$ cat config.mk
export PLATFORM = sky130hd
export DESIGN_NAME = disp_arbiter
export DESIGN_NICKNAME = d
export VERILOG_FILES = /design/src/rtl/disp_pkg.sv /design/src/rtl/rr_pick.sv /design/src/rtl/disp_arbiter.sv
export SDC_FILE = /design/constraint.sdc
export NUM_CORES = 1
export LEC_CHECK = 0
export BUFFER_PORTS_ARGS = -buffer_cell sky130_fd_sc_hd__buf_2
export CORE_MARGIN = 2
export CORE_UTILIZATION = 35
export DETAILED_ROUTE_END_ITERATION = 8
export GPL_TIMING_DRIVEN = 0
export PLACE_DENSITY = 0.66
export SLEW_MARGIN = 25
export SYNTH_ARGS = -nofsm -noshare
export SYNTH_HDL_FRONTEND = slang
export SYNTH_SLANG_ARGS = --single-unit
$ cat constraint.sdc
create_clock -name clk -period 3.3 [get_ports clk]
set_clock_uncertainty 0.2 [all_clocks]
set_input_delay 0.825 -clock clk [delete_from_list [all_inputs] [get_ports clk]]
set_output_delay 0.825 -clock clk [all_outputs]
set_load 0.03 [all_outputs]
$ cat src/rtl/disp_pkg.sv
// Shared constants and state type for the display word arbiter.
package disp_pkg;
  localparam int          DISP_WORD_W        = 32;
  localparam int          DISP_TAG_LSB       = 28;
  localparam logic [31:0] DISP_IDLE_WORD_DEF = 32'h0000_0000;

  typedef enum logic [1:0] {IDLE, DWELL, OPEN} disp_arb_state_t;
endpackage

$ cat src/rtl/rr_pick.sv
// Combinational round-robin search: first requester after 'last', wrapping,
// optionally skipping the current owner.
module rr_pick #(
  parameter int N_SRC = 4,
  parameter int IDW   = $clog2(N_SRC)
) (
  input  logic [N_SRC-1:0] req,
  input  logic [IDW-1:0]   last,
  input  logic             exclude_en,
  input  logic [IDW-1:0]   exclude_idx,
  output logic             found,
  output logic [IDW-1:0]   idx
);
  always_comb begin
    int j;
    found = 1'b0;
    idx   = '0;
    j     = 0;
    for (int k = 1; k <= N_SRC; k++) begin
      j = int'(last) + k;
      if (j >= N_SRC) j = j - N_SRC;
      if (!found && req[j] && !(exclude_en && (j[IDW-1:0] == exclude_idx))) begin
        found = 1'b1;
        idx   = j[IDW-1:0];
      end
    end
  end
endmodule

$ cat src/rtl/disp_arbiter.sv
// Round-robin owner of the 7-segment scanner word with a tick-counted dwell.
// Optional macro DISP_ARB_SRCTAG_EN puts the owner index in word[31:28].
module disp_arbiter
  import disp_pkg::*;
#(
  parameter int          N_SRC      = 4,
  parameter int          HOLD_TICKS = 1000,
  parameter logic [31:0] IDLE_WORD  = DISP_IDLE_WORD_DEF
) (
  input  logic                       clk,
  input  logic                       rst,
  input  logic                       tick,
  input  logic [N_SRC-1:0]           req,
  input  logic [32*N_SRC-1:0]        words,
  output logic [DISP_WORD_W-1:0]     word,
  output logic [N_SRC-1:0]           grant,
  output logic [$clog2(N_SRC)-1:0]   gnt_id,
  output logic                       busy
);
  localparam int IDW   = $clog2(N_SRC);
  // HOLD_TICKS=0 would give a zero-width counter; keep at least one bit.
  localparam int CNT_W = (HOLD_TICKS > 0) ? $clog2(HOLD_TICKS + 1) : 1;
  localparam logic [CNT_W-1:0] HOLD_LD = CNT_W'(HOLD_TICKS);

  disp_arb_state_t         r_state, w_state;
  logic [CNT_W-1:0]        r_cnt, w_cnt;
  logic [IDW-1:0]          r_last, w_last;
  logic [IDW-1:0]          r_owner, w_owner;
  logic [N_SRC-1:0]        r_grant, w_grant;
  logic                    r_busy, w_busy;
  logic [DISP_WORD_W-1:0]  r_word, w_word;
  logic [DISP_WORD_W-1:0]  w_src [N_SRC];
  logic                    w_found, w_take;
  logic [IDW-1:0]          w_idx;

  rr_pick #(.N_SRC(N_SRC), .IDW(IDW)) u_pick (
    .req        (req),
    .last       (r_last),
    .exclude_en (r_state != IDLE),
    .exclude_idx(r_owner),
    .found      (w_found),
    .idx        (w_idx)
  );

  always_comb begin
    for (int i = 0; i < N_SRC; i++) w_src[i] = words[32*i +: 32];
  end

  always_comb begin
    w_state = r_state;
    w_cnt   = r_cnt;
    w_last  = r_last;
    w_owner = r_owner;
    w_take  = 1'b0;
    w_grant = '0;
    w_word  = IDLE_WORD;
    case (r_state)
      IDLE: begin
        if (w_found) w_take = 1'b1;
      end
      DWELL: begin
        if (!req[r_owner]) begin
          if (w_found) w_take = 1'b1;
          else         w_state = IDLE;
        end else if (r_cnt == '0) begin
          w_state = OPEN;
        end else if (tick) begin
          w_cnt = r_cnt - 1'b1;
        end
      end
      OPEN: begin
        if (w_found)           w_take  = 1'b1;
        else if (!req[r_owner]) w_state = IDLE;
      end
      default: w_state = IDLE;
    endcase
    // A fresh grant reloads the counter, so any coincident tick is dropped.
    if (w_take) begin
      w_state = DWELL;
      w_cnt   = HOLD_LD;
      w_last  = w_idx;
      w_owner = w_idx;
    end
    if (w_state == IDLE) w_owner = '0;
    w_busy = (w_state != IDLE);
    if (w_busy) begin
      w_grant[w_owner] = 1'b1;
`ifdef DISP_ARB_SRCTAG_EN
      w_word = {4'(w_owner), w_src[w_owner][DISP_TAG_LSB-1:0]};
`else
      w_word = w_src[w_owner];
`endif
    end
  end

  always_ff @(posedge clk) begin
    if (rst) begin
      r_state <= IDLE;
      r_cnt   <= '0;
      r_last  <= IDW'(N_SRC - 1);
      r_owner <= '0;
      r_grant <= '0;
      r_busy  <= 1'b0;
      r_word  <= IDLE_WORD;
    end else begin
      r_state <= w_state;
      r_cnt   <= w_cnt;
      r_last  <= w_last;
      r_owner <= w_owner;
      r_grant <= w_grant;
      r_busy  <= w_busy;
      r_word  <= w_word;
    end
  end

  assign word   = r_word;
  assign grant  = r_grant;
  assign gnt_id = r_owner;
  assign busy   = r_busy;
endmodule

* Yosys cells after proc, flatten, opt, wreduce, memory -nomap -nowiden
Cells that the tools add are included.
** Word-level totals
- Register bits :: 53
- Bits in latches :: 0
- Memory bits (writable) :: 0
- Bits in read-only memories :: 0
- Input port bits :: 135
- Output and inout port bits :: 39
- Word-level logic and storage cells :: 119
- Memories kept :: 0
** Cells by class
- $add $sub $neg :: 9
- Multipliers :: 0
- Div/mod/pow operators :: 0
- Magnitude comparators :: 12
- Equal/unequal tests :: 7
- Shift-type cells :: 0
- Multiplexer cells :: 48
- Bitwise logic cells :: 3
- Reductions and logical operators :: 32
** Operator list (count)
- two-way mux 32 bit :: 6
- greater-or-equal comparator 32 x 4 -> 1 bit (second input constant) :: 4
- less-than comparator 32 x 4 -> 1 bit (second input constant) :: 4
- subtractor 32 x 4 -> 32 bit (second input constant) :: 4
- binary-select mux 32 bit (select 2 bit) :: 1
- two-way mux 10 bit :: 5
- two-way mux 2 bit :: 12
- two-way mux 1 bit :: 16
- logical AND 1 bit :: 12
- binary-select mux 1 bit (select 2 bit) :: 5
- zero test 10 bit :: 1
- nonzero test 2 bit :: 5
- subtractor 10 x 1 -> 10 bit (second input constant) :: 1
- == test 2 bit :: 4
- AND reduction 4 bit :: 2
- zero test 1 bit :: 7
- adder 2 x 2 -> 3 bit (second input constant) :: 2
- less-than comparator 2 x 3 -> 1 bit (second input constant) :: 2
- one-hot mux 2 bit (3 select lines) :: 1
- OR reduction 2 bit :: 3
- adder 2 x 3 -> 4 bit (second input constant) :: 1
- zero test 2 bit :: 2
- adder 2 x 1 -> 3 bit (second input constant) :: 1
- greater-or-equal comparator 3 bit (second input constant) :: 1
- 8 further kinds :: 9

* Depth between registers and ports, before layout
- Depth after elaboration :: 30
- Depth in mapped cells :: 11
- Depth with buffers taken out :: 9

* Cells and area by module
Synthesis repeated with hierarchy kept, for this count alone.
** Unflattened totals
- Cells, all modules :: 360
- Area total of the unflattened synthesis :: 3134.3 um^2
** Modules (own cells, without submodules)
- disp_arbiter :: times used 1, cells an instance 315, area an instance 2776.4 um^2, seq. area each 1061.0 um^2
- rr_pick :: times used 1, cells an instance 45, area an instance 357.8 um^2, seq. area each 0.0 um^2

* Worst setup path after synthesis
No wires, ideal clock.
- Path type :: reg-to-reg
- Start point :: register r_owner[1] (netlist: gnt_id[1])
- End point :: register r_word[10] (netlist: word[10])
- Library setup time :: 0.123 ns
- Arrival time :: 2.649 ns
- Required time :: 2.977 ns
- Setup slack :: 0.328 ns
- Stages on the path, launching flop included :: 10
- Buffers on the path :: 1
- Clock period less this slack :: 2.972 ns
- Cell sequence :: dfxtp_1 -> o21ai_2 -> o21ai_4 -> nand2_2 -> mux4_2 -> o21ai_4 -> mux2i_4 -> buf_6 -> mux2i_1 -> o22ai_1
** Between the ends
- Word-level cells in the longest chain between the ends :: 27
- Elaborated cells between the ends (all ways) :: 51
- Those cells by class :: eq/ne: 4; mux: 24; bitwise: 2; reduce/logical: 21
** RTL lines
- start: declaration :: line disp_arbiter.sv:28 : logic [IDW-1:0] r_owner, w_owner;
- start signal: assignment :: line disp_arbiter.sv:109 : r_owner <= w_owner;
- == test 2 bit :: line rr_pick.sv:22 : if (!found && req[j] && !(exclude_en && (j[IDW-1:0] == exclude_idx))) begin
- logical AND 1 bit :: line rr_pick.sv:22
- zero test 1 bit :: line rr_pick.sv:22
- logical AND 1 bit :: line rr_pick.sv:22
- two-way mux 1 bit :: line rr_pick.sv:22
- zero test 1 bit :: line rr_pick.sv:22
- logical AND 1 bit (2 in series) :: line rr_pick.sv:22
- two-way mux 1 bit :: line rr_pick.sv:22
- [9 not listed]
- two-way mux 2 bit / two-way mux 1 bit (equally long branches) :: line disp_arbiter.sv:62 : if (!req[r_owner]) begin
- one-hot mux 2 bit (3 select lines) / one-hot mux 1 bit (2 select lines) (equally long branches) :: line disp_arbiter.sv:57 : case (r_state)
- two-way mux 2 bit :: line disp_arbiter.sv:78 : if (w_take) begin
- zero test 2 bit :: line disp_arbiter.sv:84 : if (w_state == IDLE) w_owner = '0;
- two-way mux 2 bit :: line disp_arbiter.sv:84
- NOT 2 -> 3 bit (not written as such) :: line disp_arbiter.sv:91 : w_word = w_src[w_owner];
- binary-select mux 32 bit (select 2 bit) :: line disp_arbiter.sv:91
- two-way mux 32 bit (not written as such) (2 in series) :: line disp_arbiter.sv:91
- end signal: assignment :: line disp_arbiter.sv:112 : r_word <= w_word;
- end: declaration :: line disp_arbiter.sv:31 : logic [DISP_WORD_W-1:0] r_word, w_word;
Parallel ways exist; a longest one is shown, timed or not. The select of a mux whose other input is x is not followed.
A chain may end at the register's enable or synchronous reset.

* Worst setup path in the final report
- Start point :: register r_owner[1] (netlist: gnt_id[1])
- End point :: register r_word[27] (netlist: word[27])
The elaborated chain is that of the path after synthesis.

==> impl_metrics.tcl <==
set metrics [dict create \
    cp_max_fo 10 \
    ant_nets 0 \
    syn_avg_cell_area_um2 9.930 \
    synth.distinct_cells 53 \
    irDropWorstVdd_uv 447.9 \
    finalCritPeriodShare_pct 93.97 \
    cts_max_path_buffers 2 \
    final_common_cell "buf_2" \
    die_area_um2 9650 \
    avgViaCountPerCell 4.990 \
    core_um2 8678 \
    async_reset_ff_share_pct 0 \
    final_nets 629 \
    fmax_ghz 0.3225 \
    grt.total_usage_pct 18.07 \
    crit_type "flip-flop to flip-flop" \
    rsz0062_at_grt "no" \
    grt_max_degree 19 \
    netlist_instances 313 \
    io_buffers 173 \
    required_ns 3.30 \
    firstDrtPassIters 4 \
    ys.warnings.count 0 \
    slew_viol_final 0 \
    drt_wl_total_um 8764 \
    antenna_found_initial 0 \
    end_kind "flip-flop" \
    period_needed_ns 3.101 \
    clk_latency_ns 0.31 \
    synth_top_area_share_pct 34.14 \
    routedWlPerCell_um 14.56 \
    dpl.hpwl_um 7015 \
    rows 34 \
    cts_tree "done" \
    cts_setup_buffers 0 \
    synth_top_cell_by_area "dfxtp_1" \
    overflow 0 \
    dp_slack_ns -0.1276 \
    status "complete, no violations" \
    io_pins 174 \
    tightest_slew_ns 0.4543 \
    grt_pass1_vias 2998 \
    cts_made_buffers 5 \
    finalPower_w 0.003955 \
    syn_area_um2 3108 \
    drive_above_1_share_pct 44.74 \
    critPathArrivalTime_ns 3.10 \
    htree_levels 2 \
    synth-edff-count 0 \
    slew_headroom_pct 69.71 \
    grt_pass1_wl_um 14350 \
    synthFlopType "dfxtp_1" \
    ys_ff_latch 53 \
    clk_pin_slew_worst_paths_ns 0.11 \
    gp_congestion 0.8074 \
    clockRootBuffer "clkbuf_8" \
    cts_sinks 53 \
    yosysSeqAreaShare_pct 34.14 \
    initialDrtViolationCount 123 \
    synth_fp_nets 449 \
    power_density_nw_per_um2 940.8 \
    die_h_um 98.24 \
    initial_core_util_pct 35.81 \
    hold_buffers 0 \
    finalHoldViolCount 0 \
    vias 3004 \
    cap_violations 0 \
    min_path_type "flip-flop to flip-flop" \
    setup_slack_ns 0.1991 \
    cts_resized 0 \
    p_leak_nw 2.063 \
    area_delta_synth_final_pct 35.27 \
    diodes 0 \
    final_cell_mix "buf_2 (178), mux2i_1 (66), dfxtp_1 (53)" \
    drc 0 \
    die_width_um 98.24 \
    setup_viol 0 \
    critPathLaunchType "flip-flop" \
    synth_area_leaders "dfxtp_1 (34%), mux2i_1 (21%), o22ai_1 (6.4%), buf_6 (3.6%), nor2_1 (2.4%)" \
]
final timing paths:
| kind | slack (ns) | depth (start not counted) | startpoint | to |
|---|---|---|---|---|
| hold reg to reg | 0.29 | 2 | r_cnt[4]$_SDFFE_PP0P_ | r_cnt[4]$_SDFFE_PP0P_ |
| hold / removal | 0.29 | 2 | r_cnt[4]$_SDFFE_PP0P_ | r_cnt[4]$_SDFFE_PP0P_ |
| setup reg to reg | 0.20 | 9 | gnt_id[1]$_SDFF_PP0_ | word[27]$_SDFF_PP0_ |
| setup / recovery | 0.20 | 9 | gnt_id[1]$_SDFF_PP0_ | word[27]$_SDFF_PP0_ |
cell usage after synthesis, drive strengths merged, types with 3 or more instances:
| master | number |
|---|---|
| a211oi | 4 |
| o21a | 3 |
| xnor2 | 7 |
| buf | 19 |
| a21oi | 14 |
| inv | 8 |
| nor3 | 4 |
| dfxtp | 53 |
| nor3b | 5 |
| clkbuf | 4 |
| mux2i | 67 |
| o22ai | 32 |
| nand3 | 6 |
| mux4 | 3 |
| nand2 | 15 |
| xor2 | 4 |
| o21ai | 14 |
| nor2 | 21 |
| nor2b | 4 |
area by class of cell:
type | count | area, µm²
fillers | 860 | 4474
multi-input cells | 229 | 1812
flip-flops and latches | 53 | 1061
repair buffers | 173 | 865.8
plain buffers | 23 | 205.2
well taps | 108 | 135.1
clock buffers | 5 | 68.82
inverters | 8 | 30.03
clock inverters | 3 | 26.28
state kept, by name, summed over array words and instances (netlist names):
name,count
grant,4
r_cnt,10
r_state,2
r_last,2
gnt_id,2
busy,1
word,32
logic make-up (layout without fill, tap and decap cells):
kind of cell / Yosys count / in the layout / share of synthesized area [%]
AOI/OAI and AO/OA: 84 / 84 / 20.09
adders and majority gates: 1 / 1 / 0.4025
muxes: 70 / 70 / 24.15
buffers and inverters: 31 / 212 / 7.568
xor gates and xnor gates: 11 / 11 / 3.100
DFF: 53 / 53 / 34.14
and+or+nand+nor: 63 / 63 / 10.55
through the flow:
step	area, µm²	hold WS (ns)	setup TNS, ns	instances	util (%)
after floorplan	3108	0.2439	0	313	-
after global placement	4109	0.2570	-0.5981	594	47.35
after detailed placement	4109	0.2673	-1.892	594	47.35
after CTS	4204	0.2875	0	602	48.44
after global routing	4204	0.3249	0	602	48.44
final	4204	0.2868	0	602	48.44
power by group:
part	internal [W]	switching, W
registers	0.000864	0.0000773
clock network	0.000155	0.000242
logic	0.00111	0.00151
critical path: stages, from the launching register on:
cell     delay (ns)
dfxtp_1        0.49
o21ai_2        0.15
o21ai_4        0.24
nand2_2        0.09
mux4_2         0.55
o21ai_4        0.25
mux2i_4        0.45
buf_6          0.23
mux2i_1        0.25
o22ai_1        0.10
per-layer routing:
layer  vias up  global-route usage (%)  wire, µm
met3         7                   5.011       629
li1       1521                       -         -
met2       115                   31.03      4336
met5         -                       0         0
met4         0                   3.161        83
met1      1361                   23.07      3715
Note: power is estimated with default switching activity, not from simulation.
